**config.mk**
```make
export PLATFORM = sky130hd
export DESIGN_NAME = key_filter
export DESIGN_NICKNAME = d
export VERILOG_FILES = /design/src/rtl/key_filter.sv
export SDC_FILE = /design/constraint.sdc
export NUM_CORES = 1
export LEC_CHECK = 0
export CAP_MARGIN = 20
export CORE_ASPECT_RATIO = 0.9
export CORE_MARGIN = 3
export CORE_UTILIZATION = 56
export CTS_BUF_LIST = sky130_fd_sc_hd__clkbuf_4
export DETAILED_ROUTE_END_ITERATION = 7
export PLACE_DENSITY_LB_ADDON = 0.25
export REMOVE_ABC_BUFFERS = 1
export SLEW_MARGIN = 10
export SYNTH_ARGS = -nofsm -noshare
export SYNTH_HDL_FRONTEND = slang
export SYNTH_SLANG_ARGS = --single-unit
```
**constraint.sdc**
```tcl
create_clock -name sys_clk -period 2.5 [get_ports sys_clk]
set_clock_uncertainty 0.15 [all_clocks]
set_input_delay 0.25 -clock sys_clk [delete_from_list [all_inputs] [get_ports sys_clk]]
set_output_delay 0.25 -clock sys_clk [all_outputs]
set_load 0.1 [all_outputs]
```
**src/rtl/key_filter.sv**
```systemverilog
// ============================================================================
//  Module      : key_filter
//  Description : Push-button debouncer. Synchronises an active-low button pad,
//                requires CNT_MAX+1 cycles of stable level before accepting a
//                change, and emits single-cycle press / release pulses.
//                Optional long-press detection is enabled by defining the
//                macro KEY_LONG_PRESS_EN (adds parameter LONG_MAX and drives
//                key_long); without it key_long is tied low.
//  Revision    : 1.0 - initial release
// ============================================================================
`default_nettype none

module key_filter #(
    parameter int CNT_MAX  = 999_999
`ifdef KEY_LONG_PRESS_EN
    ,
    parameter int LONG_MAX = 49_999_999
`endif
) (
    input  logic sys_clk,
    input  logic sys_rst,
    input  logic key_in,
    output logic key_out,
    output logic key_press,
    output logic key_release,
    output logic key_long
);

    // Counter must hold the largest terminal count that can be reached.
`ifdef KEY_LONG_PRESS_EN
    localparam int c_CNT_TOP = (LONG_MAX > CNT_MAX) ? LONG_MAX : CNT_MAX;
`else
    localparam int c_CNT_TOP = CNT_MAX;
`endif
    localparam int c_CNT_W = (c_CNT_TOP > 0) ? $clog2(c_CNT_TOP + 1) : 1;

    localparam logic [c_CNT_W-1:0] c_CNT_END = c_CNT_W'(CNT_MAX);
`ifdef KEY_LONG_PRESS_EN
    localparam logic [c_CNT_W-1:0] c_LONG_END = c_CNT_W'(LONG_MAX);
`endif

    localparam logic [1:0] S_IDLE      = 2'd0;
    localparam logic [1:0] S_PRESS_CHK = 2'd1;
    localparam logic [1:0] S_DOWN      = 2'd2;
    localparam logic [1:0] S_REL_CHK   = 2'd3;

    logic               r_sync1;
    logic               r_sync2;
    logic [1:0]         r_state;
    logic [c_CNT_W-1:0] r_cnt;
    logic               r_key_out;
    logic               r_press;
    logic               r_release;
`ifdef KEY_LONG_PRESS_EN
    logic               r_long;
    logic               r_long_done;
`endif

    // Two-flop synchroniser for the asynchronous pad; idles high (released).
    always_ff @(posedge sys_clk) begin
        if (sys_rst) begin
            r_sync1 <= 1'b1;
            r_sync2 <= 1'b1;
        end else begin
            r_sync1 <= key_in;
            r_sync2 <= r_sync1;
        end
    end

    // Debounce FSM: any disagreeing sample in a check state restarts the window.
    always_ff @(posedge sys_clk) begin
        if (sys_rst) begin
            r_state     <= S_IDLE;
            r_cnt       <= '0;
            r_key_out   <= 1'b1;
            r_press     <= 1'b0;
            r_release   <= 1'b0;
`ifdef KEY_LONG_PRESS_EN
            r_long      <= 1'b0;
            r_long_done <= 1'b0;
`endif
        end else begin
            r_press   <= 1'b0;
            r_release <= 1'b0;
`ifdef KEY_LONG_PRESS_EN
            r_long    <= 1'b0;
`endif
            case (r_state)
                S_IDLE: begin
                    if (!r_sync2) begin
                        r_state <= S_PRESS_CHK;
                        r_cnt   <= '0;
                    end
                end
                S_PRESS_CHK: begin
                    if (r_sync2) begin
                        // Bounce (including on the terminal cycle): restart.
                        r_state <= S_IDLE;
                        r_cnt   <= '0;
                    end else if (r_cnt != c_CNT_END) begin
                        r_cnt <= r_cnt + 1'b1;
                    end else begin
                        r_state     <= S_DOWN;
                        r_key_out   <= 1'b0;
                        r_press     <= 1'b1;
                        r_cnt       <= '0;
`ifdef KEY_LONG_PRESS_EN
                        r_long_done <= 1'b0;
`endif
                    end
                end
                S_DOWN: begin
                    if (r_sync2) begin
                        r_state <= S_REL_CHK;
                        r_cnt   <= '0;
                    end
`ifdef KEY_LONG_PRESS_EN
                    else begin
                        // Saturating hold timer; the done flag stops repeats
                        // until a fresh press is accepted.
                        if (r_cnt != c_LONG_END) begin
                            r_cnt <= r_cnt + 1'b1;
                        end else if (!r_long_done) begin
                            r_long      <= 1'b1;
                            r_long_done <= 1'b1;
                        end
                    end
`endif
                end
                S_REL_CHK: begin
                    if (!r_sync2) begin
                        r_state <= S_DOWN;
                        r_cnt   <= '0;
                    end else if (r_cnt != c_CNT_END) begin
                        r_cnt <= r_cnt + 1'b1;
                    end else begin
                        r_state   <= S_IDLE;
                        r_key_out <= 1'b1;
                        r_release <= 1'b1;
                        r_cnt     <= '0;
                    end
                end
                default: begin
                    r_state <= S_IDLE;
                    r_cnt   <= '0;
                end
            endcase
        end
    end

    assign key_out     = r_key_out;
    assign key_press   = r_press;
    assign key_release = r_release;
`ifdef KEY_LONG_PRESS_EN
    assign key_long    = r_long;
`else
    assign key_long    = 1'b0;
`endif

endmodule

`default_nettype wire
```
### Word level (Yosys, flattened, before mapping)

Index checks and enable logic that the tools add are counted.

| word-level totals | value |
|---|---|
| flip-flop bits (word level) | 27 |

| cells by class | value |
|---|---|
| add/subtract/negate cells | 1 |
| equal/unequal tests | 12 |
| multiplexer cells | 19 |
| bitwise operators | 3 |
| reduce and logical (&&, ||, !) cells | 7 |

Operators by type and width:

| operator | count |
|---|---|
| 20-bit two-way mux | 5 |
| 20-bit one-hot mux with 4 select lines | 1 |
| 20-bit by 1-bit adder with 20-bit output, second input constant | 1 |
| 20-bit inequality test, second input constant | 1 |
| 2-bit two-way mux | 6 |
| 2-bit inequality test, second input constant | 6 |
| 2-bit one-hot mux with 4 select lines | 1 |
| 3-bit inequality test, second input constant | 2 |
| 3-bit OR reduction | 2 |
| 1-bit two-way mux | 5 |
| 5-bit AND reduction | 1 |
| 2-bit == test, second input constant | 2 |
| 4-bit AND reduction | 1 |
| 1-bit NOT | 3 |
| 2-bit by 1-bit == test with 1-bit output, second input constant | 1 |
| 2-bit logical NOT | 1 |
| 1-bit one-hot mux with 2 select lines | 1 |
| 2-bit AND reduction | 1 |
| 2-bit nonzero test | 1 |

### Depth between registers and ports, before layout

Gate-level depths: netlist of run 1.

| logic depth | value |
|---|---|
| word-level depth | 4 |
| gate-level depth with buffers | 8 |

### Worst setup path before layout of run 1

Ideal clock, no wire load.

| timing path | value |
|---|---|
| path kind | register to register |
| from | register r_cnt[0] |
| to | register r_cnt[3] |
| setup time | 0.117 ns |
| arrival | 1.700 ns |
| setup slack | 0.533 ns |
| stages on the path, launching flop included | 8 |
| path buffers | 2 |
| clock period less this slack | 1.967 ns |
| path through | dfxtp_1 ha_1 nand4_2 nor4_4 a211oi_4 buf_6 buf_6 a22o_1 |

| between the ends | value |
|---|---|
| word-level cells in the longest chain between the ends | 4 |
| elaborated cells on any way between the ends | 6 |
| those cells by class | 1 x add/sub; 1 x eq/ne; 4 x mux |

RTL lines:

| item | line | RTL |
|---|---|---|
| start, declared | 50 | `logic [c_CNT_W-1:0] r_cnt;` |
| start signal, assigned | 101 | `r_cnt <= r_cnt + 1'b1;` |
| start signal, assigned | 135 | `r_cnt <= r_cnt + 1'b1;` |
| 20-bit by 1-bit adder with 20-bit output / 20-bit inequality test (equally long branches) | - |  |
| 20-bit two-way mux (*) | 100, 134 |  |
| 20-bit two-way mux, on equally long branches | 131, 96 |  |
| 20-bit one-hot mux with 4 select lines (*) | 88 | `case (r_state)` |

Every way passes the cells marked *; elsewhere a longest branch is shown, timed or not.
A chain may end at the register's enable or synchronous reset.

### Final worst setup path of run 1

| timing path | value |
|---|---|
| from | register r_cnt[0] |
| to | register r_cnt[9] |

The elaborated chain is that of the path after synthesis.

==> impl_metrics.sql, run 1 <==
INSERT INTO impl_metrics (metric_group, metric, value, unit) VALUES
('outcome', 'status', 'finished, final reports clean', ''),
('worst_setup_path', 'worst-endpoint-arrival', '2.44', 'ns'),
('synth', 'syn-cell-area', '0.00139', 'mm^2'),
('worst_setup_path', 'cpPeakStageDelay', '0.87', 'ns'),
('route', 'postRouteWirelength', '3.00', 'mm'),
('synth', 'synthesis.area_per_instance', '8.64', 'um^2'),
('cells_and_area', 'final_cell_count_no_fill', '192', ''),
('worst_setup_path', 'crit_path_end_kind', 'register', ''),
('timing', 'final_hold_viol_count', '0', ''),
('placement', 'port_buffers', '5', ''),
('clock_network', 'clock_path_buffers', '2', ''),
('floorplanning', 'core', '0.00226', 'mm^2'),
('cells_and_area', 'area_growth', '5.22', '%'),
('timing', 'achievable-frequency', '432', 'MHz'),
('route', 'route.vias.total', '1218', ''),
('cells_and_area', 'leading_cell_type_in_the_layout_fill_and_taps_excluded', 'dfxtp_1', ''),
('grt', 'grt_use_total', '20.6', '%'),
('pwr', 'total_power', '690', 'uW'),
('placement', 'dp.final_hpwl', '2.05', 'mm'),
('timing', 'period_minus_slack', '2.32', 'ns'),
('route', 'antenna_violating_nets_post_route', '0', ''),
('clock_network', 'postCtsHoldBufs', '0', ''),
('clock_network', 'ctsRootBufferMaster', 'clkbuf_4', ''),
('clock_network', 'clkSinkCount', '27', ''),
('synth', 'synth_seq_area_share', '38.8', '%'),
('clock_network', 'cts-buffers-inserted', '3', ''),
('min_path', 'worst_hold_path.endpoint', 'r_sync2', ''),
('clock_network', 'cts.htree.levels', '1', ''),
('timing', 'rsz_0062_raised_after_global_routing', 'no', ''),
('cells_and_area', 'antennaDiodeCount', '0', ''),
('cells_and_area', 'mostFrequentLayoutCells', '27 x dfxtp_1, 17 x a21oi_1, 14 x nand3_1, 12 x nand2_1, 11 x nor2_1', ''),
('worst_setup_path', 'setup.worst_path.start_class', 'register', ''),
('flow_run', 'cap_violations', '0', ''),
('worst_setup_path', 'crit-reg2reg-launch', 'r_cnt[0]', ''),
('worst_setup_path', 'reg2reg_setup_slack', '0.18', 'ns'),
('synth', 'synth-seq-cells', '27', ''),
('min_path', 'min_path_cells', '1', ''),
('timing', 'period_share', '92.7', '%'),
('timing', 'final.setup.tns', '0', 'ns'),
('worst_setup_path', 'crit_path_category', 'register to register', ''),
('synth', 'synth.distinct_cells', '45', ''),
('route', 'wire_per_inst', '15.6', 'um'),
('grt', 'grt_pass1_vias', '1035', ''),
('grt', 'overflow', '0', ''),
('timing', 'finalHoldWorstSlack', '0.295', 'ns'),
('placement', 'placed_cells_incl_taps', '187', ''),
('floorplanning', 'io_pins', '7', ''),
('worst_setup_path', 'worst_path_max_delay_cell', 'a211oi_2', ''),
('worst_setup_path', 'worst_path_required', '2.62', 'ns'),
('timing', 'worst_slew_pin_slew', '1.02', 'ns'),
('floorplanning', 'initial_utilization', '61.5', '%'),
('clock_network', 'worst_skew_pair.late_latency', '0.33', 'ns'),
('floorplanning', 'chipWidth', '58.5', 'um'),
('placement', 'gpl.final_weighted_congestion', '0.896', ''),
('synth', 'async_flop_share', '0', '%'),
('worst_setup_path', 'timing.reg2reg.worst_path_depth', '6', ''),
('cells_and_area', 'finish.instance_area', '0.00146', 'mm^2'),
('min_path', 'hold_path_class', 'register to register', ''),
('timing', 'final-setup-viol-count', '0', ''),
('placement', 'placement.cell_area', '0.00142', 'mm^2'),
('timing', 'maxSlewViolCount', '0', ''),
('route', 'detailed_route_iter0_violations', '57', ''),
('min_path', 'worstHoldStart', 'r_sync1', ''),
('route', 'routed_via_density', '6.34', ''),
('clock_network', 'tritoncts_clock_tree', 'built', ''),
('grt', 'largest_net_degree_at_the_start_of_global_routing', '31', ''),
('pwr', 'power_density_normalized_to_cell_area', '471', 'mW/mm^2'),
('cells_and_area', 'layout-drive-gt1-share', '12.7', '%'),
('grt', 'antenna_found_initial', '0', ''),
('route', 'first_pass_iters', '4', ''),
('floorplanning', 'placement_rows', '16', '');
[where the power goes]
group / internal, uW / switching (uW) / total [uW]
Combinational: 15.9 / 45.8 / 61.8
Clock: 60.2 / 128 / 188
Sequential: 435 / 4.51 / 440
[cell usage after synthesis (2+ instances only)]
master | n | area, um^2
dfxtp_1 | 27 | 541
a21oi_1 | 17 | 85.1
nand3_1 | 14 | 70.1
nand2_1 | 12 | 45.0
nor2_1 | 11 | 41.3
a31oi_1 | 9 | 56.3
buf_4 | 4 | 30.0
inv_1 | 4 | 15.0
mux2i_1 | 4 | 40.0
nand4_1 | 4 | 25.0
nor3_1 | 4 | 20.0
nor4_1 | 4 | 25.0
nand3b_1 | 3 | 22.5
or3_1 | 3 | 18.8
a211oi_1 | 2 | 15.0
a22o_1 | 2 | 17.5
and3_1 | 2 | 12.5
buf_2 | 2 | 10.0
buf_6 | 2 | 22.5
o21ai_0 | 2 | 10.0
o21ai_1 | 2 | 10.0
o2bb2ai_1 | 2 | 17.5
or2_2 | 2 | 12.5
xnor2_1 | 2 | 17.5
[critical path: cells and delay by family (launching register included)]
family / cells / cell delay, ns
AOI/OAI and AO/OA: 3 / 1.19
DFF: 1 / 0.37
and+or+nand+nor: 2 / 0.28
adders and majority gates: 1 / 0.26
[cell type report]
cell class | count | area [um^2]
Clock buffer | 3 | 22.5
Multi-Input combinational cell | 122 | 782
Timing Repair Buffer | 8 | 65.1
Tap cell | 27 | 33.8
Inverter | 4 | 15.0
Clock inverter | 1 | 5.00
Fill cell | 196 | 798
Sequential cell | 27 | 541
[logic make-up after synthesis]
logic type | share of synthesized area [%]
buf+inv | 5.84
xor+xnor | 2.43
simple gates | 31.0
mux | 2.88
flops | 38.8
fa+ha+maj | 0.899
other cells | 0.270
compound gates | 17.8
[sequential cells by signal, summed over array words and instances (netlist names), named ones only]
name / cells
key_out: 1
key_press: 1
key_release: 1
r_cnt: 20
r_state: 1
r_sync1: 1
r_sync2: 1
[worst max-delay path by stage]
stage          slack [ns]        end      from  depth (start not counted)
6_report             0.18   r_cnt[9]  r_cnt[0]                          6
5_1_grt              0.03   r_cnt[7]  r_cnt[0]                          6
4_1_cts              0.06   r_cnt[5]  r_cnt[0]                          6
3_5_place_dp          0.1  r_cnt[10]  r_cnt[0]                          6
3_3_place_gp         0.22   r_cnt[5]  r_cnt[0]                          6
2_1_floorplan        0.45  r_cnt[10]  r_cnt[0]                          6
[stage by stage]
step           utilization (%)  setup WS, ns
4_1_cts                   64.2        0.0624
3_5_place_dp              62.9        0.0967
6_report                  64.7         0.183
2_1_floorplan                -         0.450
3_3_place_gp              62.9         0.219
5_1_grt                   64.7        0.0285
[routing by layer]
layer,part of all wire (%),track usage [%]
met5,0,0
met4,1.3,5.79
met3,5.3,4.39
met2,44,31.6
met1,49,28.7
Note: power is estimated with default switching activity, not from simulation.
==> inputs of run 2 (changes only) <==
--- a/config.mk
+++ b/config.mk
@@ -7,7 +7,7 @@
 export LEC_CHECK = 0
 export CAP_MARGIN = 20
 export CORE_ASPECT_RATIO = 0.9
-export CORE_MARGIN = 3
+export CORE_MARGIN = 2
 export CORE_UTILIZATION = 56
 export CTS_BUF_LIST = sky130_fd_sc_hd__clkbuf_4
 export DETAILED_ROUTE_END_ITERATION = 7
==> impl_metrics.sql, run 2 (synthesis gave the netlist of run 1 again) <==
INSERT INTO impl_metrics (metric_group, metric, value, unit) VALUES
('cells_and_area', 'fillers', '221', ''),
('floorplanning', 'chipWidth', '56.5', 'um'),
('route', 'drc_violations', '0', ''),
('route', 'wire_per_inst', '14.7', 'um'),
('timing', 'period_minus_slack', '2.23', 'ns'),
('timing', 'final_hold_viol_count', '0', ''),
('clock_network', 'worst_skew_pair.late_latency', '0.33', 'ns'),
('worst_setup_path', 'timing.reg2reg.worst_path_depth', '5', ''),
('clock_network', 'postCtsSetupBuffers', '0', ''),
('floorplanning', 'initial_utilization', '57.9', '%'),
('cells_and_area', 'num-nets-final', '170', ''),
('clock_network', 'clk_pin_slew', '0.13', 'ns'),
('route', 'first_pass_iters', '4', ''),
('pwr', 'proportion_of_power_drawn_by_the_clock_network', '28.4', '%'),
('cells_and_area', 'largest_register', 'r_cnt', ''),
('worst_setup_path', 'cp_top_family', 'compound AO/OA/AOI/OAI gates', ''),
('cells_and_area', 'largest_register_ff_count', '20', ''),
('min_path', 'hold_path_class', 'register to register', ''),
('timing', 'slew_headroom', '38.1', '%'),
('pwr', 'vdd_ir_drop_max', '0.511', 'mV'),
('worst_setup_path', 'worst_path_required', '2.61', 'ns'),
('placement', 'placement.cell_area', '0.00143', 'mm^2'),
('pwr', 'net-switching-power', '176', 'uW'),
('timing', 'final-setup-viol-count', '0', ''),
('cells_and_area', 'antennaDiodeCount', '0', ''),
('worst_setup_path', 'timing.critical_path.buf_inv', '0', ''),
('placement', 'dp_slack', '0.107', 'ns'),
('grt', 'largest_net_degree_at_the_start_of_global_routing', '31', ''),
('clock_network', 'clkSinkCount', '27', ''),
('pwr', 'comb_power_share', '9.1', '%'),
('worst_setup_path', 'worst-endpoint-arrival', '2.34', 'ns'),
('pwr', 'leakage_power_total', '0.000470', 'uW'),
('min_path', 'min_path_cells', '1', ''),
('timing', 'rsz_0062_raised_after_global_routing', 'no', ''),
('cells_and_area', 'leading_cell_type_in_the_layout_fill_and_taps_excluded', 'dfxtp_1', ''),
('grt', 'grt_use_total', '20.4', '%'),
('worst_setup_path', 'cp_num_cells', '5', ''),
('grt', 'antenna_found_initial', '0', ''),
('floorplanning', 'design.die.area', '0.00290', 'mm^2'),
('timing', 'timing.final.ws_setup', '0.270', 'ns'),
('pwr', 'intPower', '526', 'uW'),
('pwr', 'power_density_normalized_to_cell_area', '478', 'mW/mm^2'),
('min_path', 'worst_hold_path.endpoint', 'r_sync2', ''),
('placement', 'dp.final_hpwl', '1.96', 'mm'),
('clock_network', 'ctsRootBufferMaster', 'clkbuf_4', ''),
('floorplanning', 'io_pins', '7', ''),
('worst_setup_path', 'crit_path_cell_trace', 'xnor2_2 > nand2_1 > a211oi_2 > a21oi_1 > a31oi_1', ''),
('placement', 'gpl.final_weighted_congestion', '0.776', ''),
('route', 'antenna_violating_nets_post_route', '0', ''),
('min_path', 'worstHoldStart', 'r_sync1', ''),
('route', 'route.vias.total', '1201', ''),
('worst_setup_path', 'setup.worst_path.start_class', 'register', ''),
('cells_and_area', 'layout-drive-gt1-share', '12.7', '%'),
('timing', 'achievable-frequency', '448', 'MHz'),
('worst_setup_path', 'worst_path_max_delay_cell', 'a211oi_2', ''),
('worst_setup_path', 'crit-reg2reg-capture', 'r_cnt[19]', ''),
('timing', 'finalHoldWorstSlack', '0.282', 'ns'),
('pwr', 'swShare', '25.1', '%'),
('flow_run', 'cap_violations', '0', ''),
('worst_setup_path', 'cpPeakStageDelay', '0.78', 'ns'),
('clock_network', 'cts.htree.levels', '1', ''),
('grt', 'grt_pass1_vias', '1035', ''),
('floorplanning', 'placement_rows', '17', ''),
('timing', 'period_share', '89.2', '%'),
('route', 'routed_via_density', '6.22', ''),
('clock_network', 'tritoncts_clock_tree', 'built', ''),
('timing', 'final.setup.tns', '0', 'ns'),
('pwr', 'power.share.sequential', '62.6', '%'),
('cells_and_area', 'mostFrequentLayoutCells', '27 x dfxtp_1, 17 x a21oi_1, 14 x nand3_1, 12 x nand2_1, 11 x nor2_1', ''),
('cells_and_area', 'area_growth', '5.49', '%'),
('worst_setup_path', 'crit_path_end_kind', 'register', ''),
('grt', 'first_pass_grt_wire_length', '4.69', 'mm'),
('worst_setup_path', 'worstPathMaxFanout', '15', ''),
('outcome', 'status', 'finished, final reports clean', ''),
('timing', 'worst_slew_pin_slew', '0.926', 'ns'),
('placement', 'port_buffers', '5', ''),
('clock_network', 'postCtsHoldBufs', '0', ''),
('worst_setup_path', 'crit_path_category', 'register to register', ''),
('clock_network', 'clock_path_buffers', '2', ''),
('worst_setup_path', 'reg2reg_setup_slack', '0.27', 'ns'),
('grt', 'overflow', '0', ''),
('clock_network', 'cts-buffers-inserted', '3', ''),
('route', 'postRouteWirelength', '2.84', 'mm'),
('route', 'detailed_route_iter0_violations', '48', ''),
('floorplanning', 'core', '0.00240', 'mm^2'),
('cells_and_area', 'finish.instance_area', '0.00147', 'mm^2'),
('clock_network', 'cts_repair_resize_count', '0', ''),
('pwr', 'total_power', '702', 'uW'),
('floorplanning', 'die_h', '51.3', 'um'),
('timing', 'maxSlewViolCount', '0', '');
## run 2: cell count changes in the layout (fill, tap and decap cells not counted)
| cell | before | now |
|---|---|---|
| clkbuf_4 | 3 | 4 |
| clkinv_2 | 1 | 0 |
## run 2: final cells by class
cell class                 count  area (um^2)  area share [%]
tap                           28         35.0            2.39
inverter                       4         15.0            1.02
sequential                    27          541            36.8
clock buffer                   4         30.0            2.05
timing repair buffer           8         65.1            4.43
multi-input combinational    122          782            53.3
## run 2: how the worst max path moves through the flow
stage,end,slack (ns),from
after floorplan,r_cnt[10],0.45,r_cnt[0]
after global placement,r_cnt[10],0.21,r_cnt[0]
after detailed placement,r_cnt[10],0.11,register
after CTS,r_cnt[10],0.08,r_cnt[0]
after global routing,r_cnt[11],0.09,register
final,r_cnt[19],0.27,register
## run 2: metrics by stage
step                      instances  util [%]
after floorplan                 152         -
final                           193      61.1
after global routing            193      61.1
after detailed placement        188      59.3
after CTS                       192      60.5
after global placement          188      59.3
## run 2: worst register-to-register path: cells and delay by family, from the launching register on
family / cells / cell delay, ns
and+or+nand+nor: 1 / 0.23
DFF: 1 / 0.49
xor gates and xnor gates: 1 / 0.19
AOI/OAI and AO/OA: 3 / 1.10
## run 2: power by group through the flow
stage                     Sequential, uW  Combinational [uW]  Clock (uW)
after floorplan                      469                21.7           0
after global placement               449                62.0           0
after CTS                            439                62.6         204
after detailed placement             449                62.5           0
final                                439                63.5         199
after global routing                 441                67.3         225
## run 2: layer usage
metal	wire (um)	GRT usage (%)	part of all wire [%]	vias to the layer above
met3	114	5.06	4.0	2
met5	0	0	0	-
met4	11	5.56	0.39	0
met2	1360	32.0	48	25
li1	-	-	-	609
met1	1360	28.1	48	565
==> inputs of run 3 (changes only) <==
--- a/config.mk
+++ b/config.mk
@@ -5,14 +5,15 @@
 export SDC_FILE = /design/constraint.sdc
 export NUM_CORES = 1
 export LEC_CHECK = 0
+export ABC_AREA = 0
 export CAP_MARGIN = 20
 export CORE_ASPECT_RATIO = 0.9
 export CORE_MARGIN = 2
 export CORE_UTILIZATION = 56
 export CTS_BUF_LIST = sky130_fd_sc_hd__clkbuf_4
 export DETAILED_ROUTE_END_ITERATION = 7
+export GPL_ROUTABILITY_DRIVEN = 1
 export PLACE_DENSITY_LB_ADDON = 0.25
-export REMOVE_ABC_BUFFERS = 1
 export SLEW_MARGIN = 10
 export SYNTH_ARGS = -nofsm -noshare
 export SYNTH_HDL_FRONTEND = slang
==> impl_metrics.sql, run 3 (synthesis gave the netlist of run 1 again) <==
INSERT INTO impl_metrics (metric_group, metric, value, unit) VALUES
('timing', 'final_hold_viol_count', '0', ''),
('pwr', 'leakage_power_total', '0.000475', 'uW'),
('timing', 'worst_slew_pin_slew', '0.948', 'ns'),
('timing', 'maxSlewViolCount', '0', ''),
('min_path', 'hold_path_class', 'register to register', ''),
('clock_network', 'worst_skew_pair.late_latency', '0.33', 'ns'),
('placement', 'dp_slack', '0.102', 'ns'),
('worst_setup_path', 'timing.reg2reg.worst_path_depth', '5', ''),
('route', 'detailed_route_iter0_violations', '32', ''),
('worst_setup_path', 'worst-endpoint-arrival', '2.40', 'ns'),
('floorplanning', 'core', '0.00240', 'mm^2'),
('timing', 'period_share', '91.5', '%'),
('floorplanning', 'placement_rows', '17', ''),
('cells_and_area', 'antennaDiodeCount', '0', ''),
('timing', 'slew_headroom', '36.7', '%'),
('route', 'routed_via_density', '6.31', ''),
('floorplanning', 'die_h', '51.3', 'um'),
('clock_network', 'cts-buffers-inserted', '3', ''),
('cells_and_area', 'num-nets-final', '171', ''),
('flow_run', 'cap_violations', '0', ''),
('min_path', 'worst_hold_path.endpoint', 'r_sync2', ''),
('worst_setup_path', 'crit_path_end_kind', 'register', ''),
('synth', 'mappedNetlistNets', '165', ''),
('timing', 'achievable-frequency', '437', 'MHz'),
('cells_and_area', 'layout-drive-gt1-share', '13.3', '%'),
('clock_network', 'postCtsHoldBufs', '0', ''),
('placement', 'placement.cell_area', '0.00143', 'mm^2'),
('timing', 'period_minus_slack', '2.29', 'ns'),
('timing', 'timing.final.ws_setup', '0.213', 'ns'),
('min_path', 'min_path_cells', '1', ''),
('route', 'first_pass_iters', '4', ''),
('clock_network', 'cts_repair_resize_count', '0', ''),
('clock_network', 'postCtsSetupBuffers', '0', ''),
('cells_and_area', 'largest_register_ff_count', '20', ''),
('route', 'drc_violations', '0', ''),
('cells_and_area', 'finish.instance_area', '0.00148', 'mm^2'),
('grt', 'grt_use_total', '20.4', '%'),
('worst_setup_path', 'setup.worst_path.start_class', 'register', ''),
('clock_network', 'tritoncts_clock_tree', 'built', ''),
('timing', 'final.setup.tns', '0', 'ns'),
('worst_setup_path', 'cpPeakStageDelay', '0.84', 'ns'),
('placement', 'gpl.final_weighted_congestion', '0.791', ''),
('placement', 'dp.final_hpwl', '2.03', 'mm'),
('cells_and_area', 'mostFrequentLayoutCells', '27 x dfxtp_1, 17 x a21oi_1, 14 x nand3_1, 12 x nand2_1, 11 x nor2_1', ''),
('grt', 'largest_net_degree_at_the_start_of_global_routing', '31', ''),
('timing', 'rsz_0062_raised_after_global_routing', 'no', ''),
('route', 'antenna_violating_nets_post_route', '0', ''),
('placement', 'port_buffers', '5', ''),
('worst_setup_path', 'reg2reg_setup_slack', '0.21', 'ns'),
('worst_setup_path', 'crit_path_category', 'register to register', ''),
('route', 'postRouteWirelength', '2.88', 'mm'),
('cells_and_area', 'area_growth', '6.02', '%'),
('cells_and_area', 'leading_cell_type_in_the_layout_fill_and_taps_excluded', 'dfxtp_1', ''),
('clock_network', 'cts.htree.levels', '1', ''),
('clock_network', 'clkSinkCount', '27', ''),
('cells_and_area', 'fillers', '209', ''),
('worst_setup_path', 'worst_path_max_delay_cell', 'a211oi_2', ''),
('grt', 'overflow', '0', ''),
('timing', 'final-setup-viol-count', '0', ''),
('grt', 'first_pass_grt_wire_length', '4.53', 'mm'),
('worst_setup_path', 'worst_path_required', '2.61', 'ns'),
('floorplanning', 'chipWidth', '56.5', 'um'),
('floorplanning', 'initial_utilization', '57.9', '%'),
('worst_setup_path', 'worstPathMaxFanout', '15', ''),
('pwr', 'vdd_ir_drop_max', '0.376', 'mV'),
('route', 'wire_per_inst', '14.9', 'um'),
('floorplanning', 'io_pins', '7', ''),
('outcome', 'status', 'finished, final reports clean', ''),
('pwr', 'power_density_normalized_to_cell_area', '476', 'mW/mm^2'),
('route', 'route.vias.total', '1225', ''),
('min_path', 'worstHoldStart', 'r_sync1', ''),
('clock_network', 'ctsRootBufferMaster', 'clkbuf_4', ''),
('cells_and_area', 'largest_register', 'r_cnt', ''),
('grt', 'grt_pass1_vias', '984', ''),
('worst_setup_path', 'crit-reg2reg-capture', 'r_cnt[7]', ''),
('grt', 'antenna_found_initial', '0', ''),
('floorplanning', 'design.die.area', '0.00290', 'mm^2'),
('clock_network', 'clock_path_buffers', '2', ''),
('clock_network', 'clk_pin_slew', '0.14', 'ns'),
('worst_setup_path', 'crit_path_cell_trace', 'xnor2_2 > nand2_1 > a211oi_2 > a21oi_1 > mux2i_1', '');
run 3: changes by cell type in the layout (fill, tap and decap cells not counted), sizes merged:
cell and change:
buf +1
run 3: power by group:
| part | switching [uW] | total (uW) | internal (uW) |
|---|---|---|---|
| combinational | 46.8 | 62.7 | 15.9 |
| sequential | 4.43 | 440 | 435 |
| clock | 126 | 199 | 73.5 |
run 3: worst max-delay path by stage:
stage	end	slack (ns)	cells past startpoint	startpoint
floorplan	r_cnt[3]	0.53	7	r_cnt[0]
global placement	r_cnt[10]	0.18	6	r_cnt[0]
detailed placement	r_cnt[5]	0.10	6	r_cnt[0]
CTS	r_cnt[5]	0.07	6	r_cnt[0]
global route	r_cnt[19]	0.09	5	register
finish	r_cnt[7]	0.21	5	register
run 3: routing by layer:
layer | track usage, % | up-vias | routed length [um]
met5 | 0 | - | 0
met4 | 5.95 | 0 | 36
met3 | 4.56 | 7 | 158
met2 | 33.3 | 40 | 1300
met1 | 27.1 | 566 | 1390
li1 | - | 612 | -
run 3: stage by stage:
step	util (%)	power (uW)	instances	hold WS (ns)
global route	61.4	728	194	0.286
detailed placement	59.6	511	189	0.246
global placement	59.6	509	189	0.250
floorplan	-	495	161	0.204
CTS	60.9	709	193	0.279
finish	61.4	702	194	0.281
run 3: cell type report:
type	instances	area (um^2)	area share, %
well taps	28	35.0	2.37
multi-input cells	122	782	53.0
flip-flops and latches	27	541	36.6
inverters	4	15.0	1.02
clock buffers	4	30.0	2.04
repair buffers	9	72.6	4.92
run 3: critical path, delay by kind of cell, from the launching register on:
kind             cells  cell delay, ns
AO/OA/AOI/OAI        2            1.00
flip-flops           1            0.40
XOR/XNOR             1            0.28
AND/OR/NAND/NOR      1            0.23
multiplexers         1            0.16
